File: config.mk
export PLATFORM = sky130hd
export DESIGN_NAME = rf_wb_arbiter_flat
export DESIGN_NICKNAME = d
export VERILOG_FILES = /design/src/rtl/rf_wb_arbiter_if.sv /design/src/rtl/rf_wb_arbiter.sv /design/src/flat_wrapper.sv
export SDC_FILE = /design/constraint.sdc
export NUM_CORES = 1
export LEC_CHECK = 0
export CAP_MARGIN = 20
export CORE_AREA = 5 5 121 123
export DETAILED_ROUTE_END_ITERATION = 10
export DIE_AREA = 0 0 126 128
export MAX_ROUTING_LAYER = met4
export PLACE_DENSITY = 0.68
export SYNTH_ARGS = -nofsm -noshare
export SYNTH_HDL_FRONTEND = slang
export SYNTH_SLANG_ARGS = --single-unit
File: constraint.sdc
create_clock -name clk -period 15.2 [get_ports clk]
set_clock_uncertainty 0.15 [all_clocks]
set_input_delay 3.04 -clock clk [delete_from_list [all_inputs] [get_ports clk]]
set_output_delay 3.04 -clock clk [all_outputs]
set_load 0.02 [all_outputs]
File: src/rtl/rf_wb_arbiter_if.sv
// rf_wb_arbiter_if: pipeline writeback, aux result and register-file write bundle
interface rf_wb_arbiter_if #(parameter int DEPTH = 2);
   localparam int CW = $clog2(DEPTH + 1);
   logic          wb_we;
   logic [4:0]    wb_addr;
   logic [31:0]   wb_data;
   logic          pipe_stall;
   logic          aux_valid;
   logic          aux_ready;
   logic [4:0]    aux_addr;
   logic [31:0]   aux_data;
   logic          rf_we;
   logic [4:0]    rf_addr;
   logic [31:0]   rf_data;
   logic [CW-1:0] buf_count;
   modport master (
      output wb_we, wb_addr, wb_data, aux_valid, aux_addr, aux_data,
      input  pipe_stall, aux_ready, rf_we, rf_addr, rf_data, buf_count
   );
   modport slave (
      input  wb_we, wb_addr, wb_data, aux_valid, aux_addr, aux_data,
      output pipe_stall, aux_ready, rf_we, rf_addr, rf_data, buf_count
   );
endinterface

File: src/rtl/rf_wb_arbiter.sv
// rf_wb_arbiter: shares the register-file write port between pipeline writeback and a buffered aux source
module rf_wb_arbiter #(
   parameter int DEPTH    = 2,
   parameter int MAX_WAIT = 3
) (
   input logic             clk,
   input logic             rst,
   rf_wb_arbiter_if.slave  bus
);
   localparam int CW = $clog2(DEPTH + 1);
   localparam int WW = $clog2(MAX_WAIT + 2);
   logic [4:0]    addr_q [DEPTH];
   logic [4:0]    addr_d [DEPTH];
   logic [31:0]   data_q [DEPTH];
   logic [31:0]   data_d [DEPTH];
   logic [CW-1:0] count_q, count_d;
   logic [WW-1:0] wait_q, wait_d;
   logic          rf_we_q, rf_we_d;
   logic [4:0]    rf_addr_q, rf_addr_d;
   logic [31:0]   rf_data_q, rf_data_d;
   logic          p, a, aux_gnt, pipe_gnt, push;
   logic [DEPTH-1:0] keep;

   always_comb begin
      p        = bus.wb_we && bus.wb_addr != 5'd0;
      a        = count_q != '0;
      aux_gnt  = a && (!p || count_q == CW'(DEPTH) || wait_q == WW'(MAX_WAIT));
      pipe_gnt = p && !aux_gnt;
      push     = bus.aux_valid && bus.aux_ready && bus.aux_addr != 5'd0 &&
                 !(pipe_gnt && bus.aux_addr == bus.wb_addr);
      rf_we_d   = aux_gnt || pipe_gnt;
      rf_addr_d = aux_gnt ? addr_q[0] : pipe_gnt ? bus.wb_addr : rf_addr_q;
      rf_data_d = aux_gnt ? data_q[0] : pipe_gnt ? bus.wb_data : rf_data_q;
   end

   // Survivors (not popped, not superseded) are compacted to the front, then the push appends.
   always_comb begin
      addr_d  = addr_q;
      data_d  = data_q;
      keep    = '0;
      count_d = '0;
      for (int i = 0; i < DEPTH; i++)
         keep[i] = i < int'(count_q) && !(aux_gnt && i == 0) &&
                   !(pipe_gnt && addr_q[i] == bus.wb_addr);
      for (int i = 0; i < DEPTH; i++)
         if (keep[i]) begin
            for (int k = 0; k < DEPTH; k++)
               if (k == int'(count_d)) begin
                  addr_d[k] = addr_q[i];
                  data_d[k] = data_q[i];
               end
            count_d = count_d + 1'b1;
         end
      for (int k = 0; k < DEPTH; k++)
         if (push && k == int'(count_d)) begin
            addr_d[k] = bus.aux_addr;
            data_d[k] = bus.aux_data;
         end
      count_d = count_d + CW'(push);
      wait_d  = (!a || aux_gnt || !keep[0]) ? '0 :
                (wait_q == WW'(MAX_WAIT)) ? wait_q : wait_q + 1'b1;
   end

   always_ff @(posedge clk) begin
      if (rst) begin
         count_q   <= '0;
         wait_q    <= '0;
         rf_we_q   <= 1'b0;
         rf_addr_q <= '0;
         rf_data_q <= '0;
      end else begin
         count_q   <= count_d;
         wait_q    <= wait_d;
         rf_we_q   <= rf_we_d;
         rf_addr_q <= rf_addr_d;
         rf_data_q <= rf_data_d;
      end
   end

   always_ff @(posedge clk) begin
      addr_q <= addr_d;
      data_q <= data_d;
   end

   assign bus.pipe_stall = !rst && p && aux_gnt;
   assign bus.aux_ready  = !rst && count_q < CW'(DEPTH);
   assign bus.rf_we      = rf_we_q;
   assign bus.rf_addr    = rf_addr_q;
   assign bus.rf_data    = rf_data_q;
   assign bus.buf_count  = count_q;
endmodule

File: src/flat_wrapper.sv
// flat-port wrapper written by rule: the top's interface ports become plain ports
module rf_wb_arbiter_flat 
#(
   parameter int DEPTH    = 2,
   parameter int MAX_WAIT = 3
)
  (clk, rst, bus_wb_we, bus_wb_addr, bus_wb_data, bus_aux_valid, bus_aux_addr, bus_aux_data, bus_pipe_stall, bus_aux_ready, bus_rf_we, bus_rf_addr, bus_rf_data, bus_buf_count);
  rf_wb_arbiter_if #(.DEPTH(DEPTH)) bus_i ();
  input logic clk;
  input logic rst;
  input wire logic [$bits(bus_i.wb_we)-1:0] bus_wb_we;
  input wire logic [$bits(bus_i.wb_addr)-1:0] bus_wb_addr;
  input wire logic [$bits(bus_i.wb_data)-1:0] bus_wb_data;
  input wire logic [$bits(bus_i.aux_valid)-1:0] bus_aux_valid;
  input wire logic [$bits(bus_i.aux_addr)-1:0] bus_aux_addr;
  input wire logic [$bits(bus_i.aux_data)-1:0] bus_aux_data;
  output wire logic [$bits(bus_i.pipe_stall)-1:0] bus_pipe_stall;
  output wire logic [$bits(bus_i.aux_ready)-1:0] bus_aux_ready;
  output wire logic [$bits(bus_i.rf_we)-1:0] bus_rf_we;
  output wire logic [$bits(bus_i.rf_addr)-1:0] bus_rf_addr;
  output wire logic [$bits(bus_i.rf_data)-1:0] bus_rf_data;
  output wire logic [$bits(bus_i.buf_count)-1:0] bus_buf_count;
  assign bus_i.wb_we = bus_wb_we;
  assign bus_i.wb_addr = bus_wb_addr;
  assign bus_i.wb_data = bus_wb_data;
  assign bus_i.aux_valid = bus_aux_valid;
  assign bus_i.aux_addr = bus_aux_addr;
  assign bus_i.aux_data = bus_aux_data;
  assign bus_pipe_stall = bus_i.pipe_stall;
  assign bus_aux_ready = bus_i.aux_ready;
  assign bus_rf_we = bus_i.rf_we;
  assign bus_rf_addr = bus_i.rf_addr;
  assign bus_rf_data = bus_i.rf_data;
  assign bus_buf_count = bus_i.buf_count;
  rf_wb_arbiter #(.DEPTH(DEPTH), .MAX_WAIT(MAX_WAIT)) u_core (.clk(clk), .rst(rst), .bus(bus_i));
endmodule
==> results.json, run 1 <==
{
  "power_frac_comb_pct": 12.1,
  "p_leak_uw": 0.00245,
  "grt_overflow": 0,
  "utilization_pct": 51.0,
  "finish.net_count": 517,
  "globalplace.congestion": 0.775,
  "drc": 0,
  "synth-seq-cells": 117,
  "relSlewSlack_pct": 37.9,
  "seqCellArea_sq_mm": 0.00308,
  "final_area_sq_mm": 0.00691,
  "drv_cap": 0,
  "finalPower_uw": 852,
  "rsz0062_at_grt": "false",
  "root_buffer": "clkbuf_16",
  "crit_required_ns": 12.01,
  "clk_latency_ns": 0.40,
  "place_ws_ns": 5.94,
  "area_growth_pct": 38.6,
  "wl_um": 10400,
  "dieArea_sq_mm": 0.0161,
  "p_int_uw": 668,
  "grt_pass1_wl_um": 16900,
  "h-tree-depth": 4,
  "drtIter0Drc": 149,
  "ctsResizeCount": 0,
  "place_area_sq_mm": 0.00631,
  "ys_seq_area_share_pct": 61.8,
  "cts_buffers": 17,
  "whs_path_depth": 1,
  "max_freq_mhz": 108,
  "status": "finished, final reports clean",
  "grt_pass1_vias": 3222,
  "antennaDiodeCount": 0,
  "drive_gt1_share_pct": 17.4,
  "core_area_sq_mm": 0.0136,
  "vias": 2933,
  "fill_cells": 1186,
  "cts_hold_buf": 0,
  "avgSynthCellArea_sq_um": 16.1,
  "finalSetupViolCount": 0,
  "cts_tree": "built",
  "hold_viol": 0,
  "layout_min_cycle_time_ns": 9.25,
  "tns_ns": 0,
  "p_per_area_mw_per_mm2": 123,
  "min_path_type": "reg -> reg",
  "viasPerCell": 4.67,
  "place_hpwl_um": 6930,
  "clock_path_buffers": 2,
  "clkPwrFrac_pct": 45.3,
  "p_sw_uw": 184,
  "synthArstFlopShare_pct": 0,
  "fp.dieH_um": 128,
  "synth_warnings": 0,
  "post_drt_wl_per_cell_um": 16.6,
  "worst-setup-path-type": "in -> out",
  "syn_area_sq_mm": 0.00499,
  "drt_first_pass_iters": 5,
  "syn_inst": 309,
  "synth_edf_count": 74,
  "initial_core_util_pct": 36.8,
  "ff2ff_path_depth": 10,
  "multi_input_area_sq_mm": 0.00177,
  "grt_max_degree": 39,
  "maxSlewViolCount": 0,
  "io_buffers": 119,
  "swShare_pct": 21.6,
  "synth_cell_types": 39,
  "cts.sinks": 117,
  "end_kind": "primary output",
  "track_usage_pct": 14.0,
  "syn_nets": 391,
  "vdd_drop_max_mv": 0.0691,
  "p_seq_share_pct": 42.6,
  "worst_pin_slew_ns": 0.919,
  "cts.clk_slew.worst_paths_ns": 0.05,
  "period_share_pct": 60.9,
  "postCtsSetupBuffers": 0,
  "row_count": 43,
  "pin_count": 120,
  "antenna_found_initial": 0,
  "die_width_um": 126,
  "ys.flop_type": "edfxtp_1",
  "startpoint_type": "input port",
  "antenna_left": 0,
  "critPathMaxFanout": 38,
  "arrival_ns": 6.06,
  "finalWorstSetupSlack_ns": 5.95
}
-- through the flow --
step | std cells | hold WS [ns]
2_1_floorplan | 309 | 0.304
3_3_place_gp | 595 | 0.298
3_5_place_dp | 595 | 0.298
4_1_cts | 627 | 0.314
5_1_grt | 628 | 0.329
6_report | 628 | 0.311
-- power by group through the flow --
stage / sequential (uW) / clock, uW / combinational [uW]
3_5_place_dp: 369 / 0 / 104
2_1_floorplan: 379 / 0 / 44.7
4_1_cts: 363 / 396 / 104
5_1_grt: 364 / 412 / 111
3_3_place_gp: 368 / 0 / 103
6_report: 363 / 386 / 103
-- flip-flops by register name, indices dropped and copies added (netlist names) --
signal / cells
u_core.data_q: 64
u_core.bus.rf_we: 1
u_core.bus.rf_data: 32
u_core.wait_q: 3
u_core.bus.buf_count: 2
u_core.addr_q: 10
u_core.bus.rf_addr: 5
-- Yosys cell counts (4+ instances only) --
cell	instances	area, sq um
edfxtp_1	74	2220
dfxtp_1	43	861
mux2i_1	38	380
mux2_4	19	285
o2bb2ai_2	19	285
mux2_1	18	203
o2bb2ai_1	18	158
xnor2_1	9	78.8
buf_2	8	40.0
nor2_1	7	26.3
xor2_1	7	61.3
inv_1	5	18.8
nand2_1	5	18.8
buf_6	4	45.0
-- worst paths after layout --
kind	from	end	slack (ns)
setup / recovery	bus_wb_addr[0]	bus_pipe_stall	5.95
hold / removal	u_core.bus.rf_data[21]$_SDFFE_PP0P_	u_core.bus.rf_data[21]$_SDFFE_PP0P_	0.31
setup reg to reg	u_core.wait_q[0]$_SDFFE_PP0N_	u_core.data_q[61]$_DFFE_PP_	11.74
hold reg to reg	u_core.bus.rf_data[21]$_SDFFE_PP0P_	u_core.bus.rf_data[21]$_SDFFE_PP0P_	0.31
-- kinds of logic (layout without fill, tap and decap cells) --
family                     after synthesis  in the layout  share of synthesized area (%)
xor gates and xnor gates                16             16                           2.81
AOI/OAI and AO/OA                       44             44                           10.2
adders and majority gates                4              4                           1.15
and+or+nand+nor                         31             31                           3.44
muxes                                   75             75                           17.4
buffers and inverters                   22            161                           3.19
DFF                                    117            117                           61.8
-- layout make-up --
class / count / share of cell area (%)
multi-input combinational: 170 / 25.6
inverter: 5 / 0.272
clock inverter: 4 / 1.01
tap: 180 / 3.26
clock buffer: 28 / 7.33
sequential: 117 / 44.6
timing repair buffer: 124 / 18.0
-- layout by cell type (no fill, tap or decap), drive strengths merged, types with 3 or more instances in the layout --
cell / netlist / layout
a21oi: 3 / 3
o2bb2ai: 37 / 37
nand2: 5 / 5
nand3: 4 / 4
clkdlybuf4s50: 0 / 119
nor2: 8 / 8
ha: 3 / 3
mux2: 37 / 37
clkbuf: 1 / 28
inv: 5 / 5
buf: 16 / 5
edfxtp: 74 / 74
mux2i: 38 / 38
dfxtp: 43 / 43
xor2: 7 / 7
xnor2: 9 / 9
-- worst max-delay path, stage by stage --
cell	delay, ns
clkdlybuf4s50_1	0.52
or4_4	0.60
o211a_4	0.27
a21oi_4	0.14
buf_4	0.55
nor3b_1	0.27
clkdlybuf4s50_1	0.64
-- per-layer routing --
layer	share of wire [%]	vias up	GRT usage, %	wire (um)
met5	0	-	-	0
met4	1.0	0	4.35	107
met3	4.9	10	5.08	516
met2	49	89	22.3	5100
met1	45	1399	16.7	4710
li1	-	1435	-	-
Note: power is estimated with default switching activity, not from simulation.
==> inputs of run 2 (changes only) <==
--- a/config.mk
+++ b/config.mk
@@ -10,7 +10,7 @@
 export DETAILED_ROUTE_END_ITERATION = 10
 export DIE_AREA = 0 0 126 128
 export MAX_ROUTING_LAYER = met4
-export PLACE_DENSITY = 0.68
+export PLACE_DENSITY = 0.7
 export SYNTH_ARGS = -nofsm -noshare
 export SYNTH_HDL_FRONTEND = slang
 export SYNTH_SLANG_ARGS = --single-unit
==> constraint.sdc (replaced) <==
create_clock -name clk -period 8.4 [get_ports clk]
set_clock_uncertainty 0.15 [all_clocks]
set_input_delay 1.68 -clock clk [delete_from_list [all_inputs] [get_ports clk]]
set_output_delay 1.68 -clock clk [all_outputs]
set_load 0.02 [all_outputs]
==> run 2 against run 1 <==
Compared with the run above:
- via count is 2.3% higher
- global-route usage grew 0.17 points
- sequential share of layout area fell by 0.17 points
- design area up 0.38%
- combinational power is 83% higher
- wire length increased by 2.8%
- critical path depth down 1
- power rose by 82%
- largest cell class unchanged
- highest routed layer unchanged
==> results.json, run 2 (synthesized netlist as in run 1, its figures left out) <==
{
  "maxSlewViolCount": 0,
  "rsz0062_at_grt": "false",
  "grt_pass1_wl_um": 17100,
  "busiest_layer": "met2",
  "end_kind": "primary output",
  "met3_usage_pct": 4.58,
  "met2_usage_pct": 22.9,
  "cp.depth": 6,
  "h-tree-depth": 4,
  "finish.net_count": 517,
  "vdd_drop_max_mv": 0.157,
  "hold_viol": 0,
  "min_path_type": "reg -> reg",
  "crit_top_cell": "clkdlybuf4s50_1",
  "dieArea_sq_mm": 0.0161,
  "wl_um": 10700,
  "largest_reg_flops": 64,
  "antennaDiodeCount": 0,
  "reg2reg_slack_ns": 4.19,
  "min_to": "u_core.bus.rf_data[11]$_SDFFE_PP0P_",
  "antenna_found_initial": 0,
  "whs_path_depth": 1,
  "cts_buffers": 17,
  "finalSetupViolCount": 0,
  "final_common_cell": "clkdlybuf4s50_1",
  "cts_tree": "built",
  "area_growth_pct": 39.1,
  "max_freq_mhz": 167,
  "path_cells": "clkdlybuf4s50_1, or4_4, o211a_4, a21oi_4, nor3b_1, clkdlybuf4s50_1",
  "period_share_pct": 71.5,
  "viasPerCell": 4.78,
  "critPathMaxFanout": 5,
  "cts_hold_buf": 0,
  "drtIter0Drc": 141,
  "reg2reg_from": "u_core.wait_q[0]$_SDFFE_PP0N_",
  "final_cell_mix": "clkdlybuf4s50_1, edfxtp_1, dfxtp_1, mux2i_1",
  "clk_latency_ns": 0.40,
  "fp.dieH_um": 128,
  "globalplace.congestion": 0.794,
  "layout_min_cycle_time_ns": 6.00,
  "r2r-end": "u_core.addr_q[7]$_DFFE_PP_",
  "crit_family": "buffers and inverters",
  "critPathBufInv": 2,
  "io_buffers": 119,
  "worst_pin_slew_ns": 0.912,
  "regMostFlops": "u_core.data_q",
  "startpoint_type": "input port",
  "initial_core_util_pct": 36.8,
  "grt_use_met1_pct": 16.4,
  "worst-setup-path-type": "in -> out",
  "place_area_sq_mm": 0.00633,
  "drive_gt1_share_pct": 18.1,
  "p_leak_uw": 0.00246,
  "grt_pass1_vias": 3373,
  "grt_overflow": 0,
  "drt_first_pass_iters": 4,
  "final_area_sq_mm": 0.00694,
  "drc": 0,
  "drv_cap": 0,
  "p_per_area_mw_per_mm2": 223,
  "status": "finished, final reports clean",
  "tns_ns": 0,
  "post_drt_wl_per_cell_um": 17.1,
  "row_count": 43,
  "cp_slowest_stage_delay_ns": 0.66,
  "root_buffer": "clkbuf_16",
  "crit_required_ns": 6.57,
  "arrival_ns": 4.17,
  "ff2ff_path_depth": 11,
  "place_hpwl_um": 7290,
  "cts.clk_slew.worst_paths_ns": 0.05,
  "vias": 2999,
  "ctsResizeCount": 0,
  "track_usage_pct": 14.1,
  "pin_count": 120,
  "die_width_um": 126,
  "worst_path_max_delay_cell": "clkdlybuf4s50_1",
  "relSlewSlack_pct": 39.2,
  "hold_start": "u_core.bus.rf_data[11]$_SDFFE_PP0P_",
  "antenna_left": 0,
  "core_area_sq_mm": 0.0136,
  "grt_max_degree": 39,
  "cts.sinks": 117,
  "clock_path_buffers": 2,
  "postCtsSetupBuffers": 0
}
run 2: power by group:
| group | switching (uW) | leakage (uW) | internal [uW] |
|---|---|---|---|
| Combinational | 87.9 | 0.00113 | 101 |
| Sequential | 14.3 | 0.00103 | 642 |
| Clock | 235 | 0.000294 | 469 |
run 2: metrics by stage:
stage	std cells	hold slack (ns)	utilization [%]	worst slack, ns	total power, uW
floorplan	309	0.304	-	2.46	767
CTS	627	0.311	51.0	2.34	1570
detailed placement	595	0.297	46.7	2.37	856
global route	628	0.329	51.2	2.34	1610
finish	628	0.311	51.2	2.40	1550
global placement	594	0.297	46.5	2.36	850
run 2: worst max path at each step:
stage,slack (ns),from,to
detailed placement,2.37,bus_wb_addr[0],bus_pipe_stall
global placement,2.36,bus_wb_addr[0],bus_pipe_stall
floorplan,2.46,bus_wb_addr[0],u_core.addr_q[5]$_DFFE_PP_
finish,2.40,bus_wb_addr[0],bus_pipe_stall
CTS,2.34,bus_wb_addr[0],bus_pipe_stall
global route,2.34,bus_wb_addr[0],bus_pipe_stall
run 2: per-layer routing:
metal,routed length (um),vias to the layer above
met5,0,-
met4,142,0
met3,475,14
met2,5390,79
met1,4710,1465
li1,-,1441
run 2: worst register-to-register path, cell delays in order, from the launching register on:
cell and delay [ns]:
dfxtp_1 0.31, ha_1 0.20, ha_1 0.27, inv_1 0.10, o211a_4 0.18, nand2_1 0.07, o41ai_1 0.68, ha_1 0.29
nand3_2 0.45, buf_4 0.46, o21ai_4 0.30, buf_4 0.40
run 2: area by class of cell:
cell class / instances / area [sq um]
Multi-Input combinational cell: 170 / 1770
Clock inverter: 3 / 40.0
Tap cell: 180 / 225
Clock buffer: 29 / 551
Timing Repair Buffer: 124 / 1250
Fill cell: 1158 / 6620
Inverter: 5 / 18.8
Sequential cell: 117 / 3080
==> inputs of run 3 (changes only) <==
--- a/config.mk
+++ b/config.mk
@@ -10,7 +10,7 @@
 export DETAILED_ROUTE_END_ITERATION = 10
 export DIE_AREA = 0 0 126 128
 export MAX_ROUTING_LAYER = met4
-export PLACE_DENSITY = 0.7
+export PLACE_DENSITY = 0.68
 export SYNTH_ARGS = -nofsm -noshare
 export SYNTH_HDL_FRONTEND = slang
 export SYNTH_SLANG_ARGS = --single-unit
==> constraint.sdc (replaced) <==
create_clock -name clk -period 6.3 [get_ports clk]
set_clock_uncertainty 0.15 [all_clocks]
set_input_delay 1.26 -clock clk [delete_from_list [all_inputs] [get_ports clk]]
set_output_delay 1.26 -clock clk [all_outputs]
set_load 0.02 [all_outputs]
==> run 3 against run 2 <==
Compared with the run above:
- via count up 0.10%
- clock power up 26%
- sequential power up 33%
- critical path depth unchanged
- highest routed layer unchanged
==> results.json, run 3 (synthesized netlist as in run 1, its figures left out) <==
{
  "cts.clk_slew.worst_paths_ns": 0.05,
  "rsz0062_at_grt": "false",
  "dieArea_sq_mm": 0.0161,
  "whs_path_depth": 1,
  "finalPower_uw": 2010,
  "final_area_sq_mm": 0.00690,
  "cts.sinks": 117,
  "vias": 3002,
  "min_to": "u_core.bus.rf_data[7]$_SDFFE_PP0P_",
  "startpoint_type": "input port",
  "initial_core_util_pct": 36.8,
  "status": "finished, final reports clean",
  "final_common_cell": "clkdlybuf4s50_1",
  "path_cells": "clkdlybuf4s50_1, or4_4, o211a_4, a21oi_4, nor3b_1, clkdlybuf4s50_1",
  "maxSlewViolCount": 0,
  "finish.net_count": 517,
  "period_share_pct": 82.2,
  "vdd_drop_max_mv": 0.161,
  "cp_slowest_stage_delay_ns": 0.66,
  "clock_path_buffers": 2,
  "whs_ns": 0.311,
  "postCtsSetupBuffers": 0,
  "grt_overflow": 0,
  "critPathBufInv": 2,
  "tns_ns": 0,
  "post_drt_wl_per_cell_um": 17.2,
  "p_per_area_mw_per_mm2": 291,
  "crit_top_cell": "clkdlybuf4s50_1",
  "globalplace.congestion": 0.846,
  "p_leak_uw": 0.00244,
  "antenna_found_initial": 0,
  "fin_cells": 628,
  "grt_pass1_vias": 3311,
  "crit_required_ns": 4.89,
  "grt_pass1_wl_um": 17600,
  "cts_tree": "built",
  "post-place-cells": 595,
  "hold_viol": 0,
  "wl_um": 10800,
  "reg2reg_from": "u_core.wait_q[0]$_SDFFE_PP0N_",
  "fp.dieH_um": 128,
  "largest_reg_flops": 64,
  "r2r-end": "u_core.data_q[33]$_DFFE_PP_",
  "multi_input_area_sq_mm": 0.00177,
  "track_usage_pct": 14.6,
  "cts_hold_buf": 0,
  "area_growth_pct": 38.3,
  "cts_buffers": 17,
  "worst-setup-path-type": "in -> out",
  "cp-startpoint": "bus_wb_addr[0]",
  "ctsResizeCount": 0,
  "io_buffers": 119,
  "row_count": 43,
  "drt_first_pass_iters": 4,
  "drtIter0Drc": 184,
  "h-tree-depth": 4,
  "pin_count": 120,
  "reg2reg_slack_ns": 2.50,
  "max_freq_mhz": 193,
  "viasPerCell": 4.78,
  "fill_cells": 1187,
  "worst_pin_slew_ns": 0.892,
  "seqCellArea_sq_mm": 0.00308,
  "crit_family": "buffers and inverters",
  "hold_start": "u_core.bus.rf_data[7]$_SDFFE_PP0P_",
  "antennaDiodeCount": 0,
  "relSlewSlack_pct": 40.5,
  "worst_path_max_delay_cell": "clkdlybuf4s50_1",
  "layout_min_cycle_time_ns": 5.18,
  "finalSetupViolCount": 0,
  "final_cell_mix": "clkdlybuf4s50_1, edfxtp_1, dfxtp_1, mux2i_1",
  "grt_max_degree": 39,
  "drv_cap": 0,
  "antenna_left": 0,
  "drive_gt1_share_pct": 18.3,
  "root_buffer": "clkbuf_16",
  "critPathMaxFanout": 5,
  "core_area_sq_mm": 0.0136,
  "drc": 0,
  "regMostFlops": "u_core.data_q",
  "min_path_type": "reg -> reg",
  "die_width_um": 126,
  "place_area_sq_mm": 0.00633,
  "end_kind": "primary output",
  "arrival_ns": 3.77,
  "clk_latency_ns": 0.41,
  "ff2ff_path_depth": 10,
  "place_hpwl_um": 7390
}
==> run 3: how the worst max path moves through the flow <==
stage,end,cells past startpoint
finish,bus_pipe_stall,6
global route,bus_pipe_stall,6
CTS,bus_pipe_stall,6
detailed placement,bus_pipe_stall,6
global placement,bus_pipe_stall,6
floorplan,u_core.addr_q[5]$_DFFE_PP_,5
==> run 3: per-stage QoR <==
step	utilization (%)	setup slack [ns]
2_1_floorplan	-	0.781
3_3_place_gp	46.5	1.15
3_5_place_dp	46.7	1.08
4_1_cts	50.7	1.08
5_1_grt	50.9	1.04
6_report	50.9	1.12
==> run 3: layout make-up <==
type / instances / area share, %
Clock buffer: 21 / 6.67
Clock inverter: 11 / 1.22
Inverter: 5 / 0.272
Multi-Input combinational cell: 170 / 25.6
Sequential cell: 117 / 44.7
Tap cell: 180 / 3.26
Timing Repair Buffer: 124 / 18.3
==> run 3: metal layers <==
metal	wire length, um	up-vias	track usage [%]
met4	121	0	5.05
met3	702	11	6.13
met5	0	-	-
met2	5290	97	23.0
li1	-	1438	-
met1	4670	1456	16.9
==> run 3: power breakdown <==
group          leakage, uW  switching (uW)  internal (uW)
Combinational      0.00114             117            135
Clock             0.000270             329            555
Sequential         0.00103            20.2            855
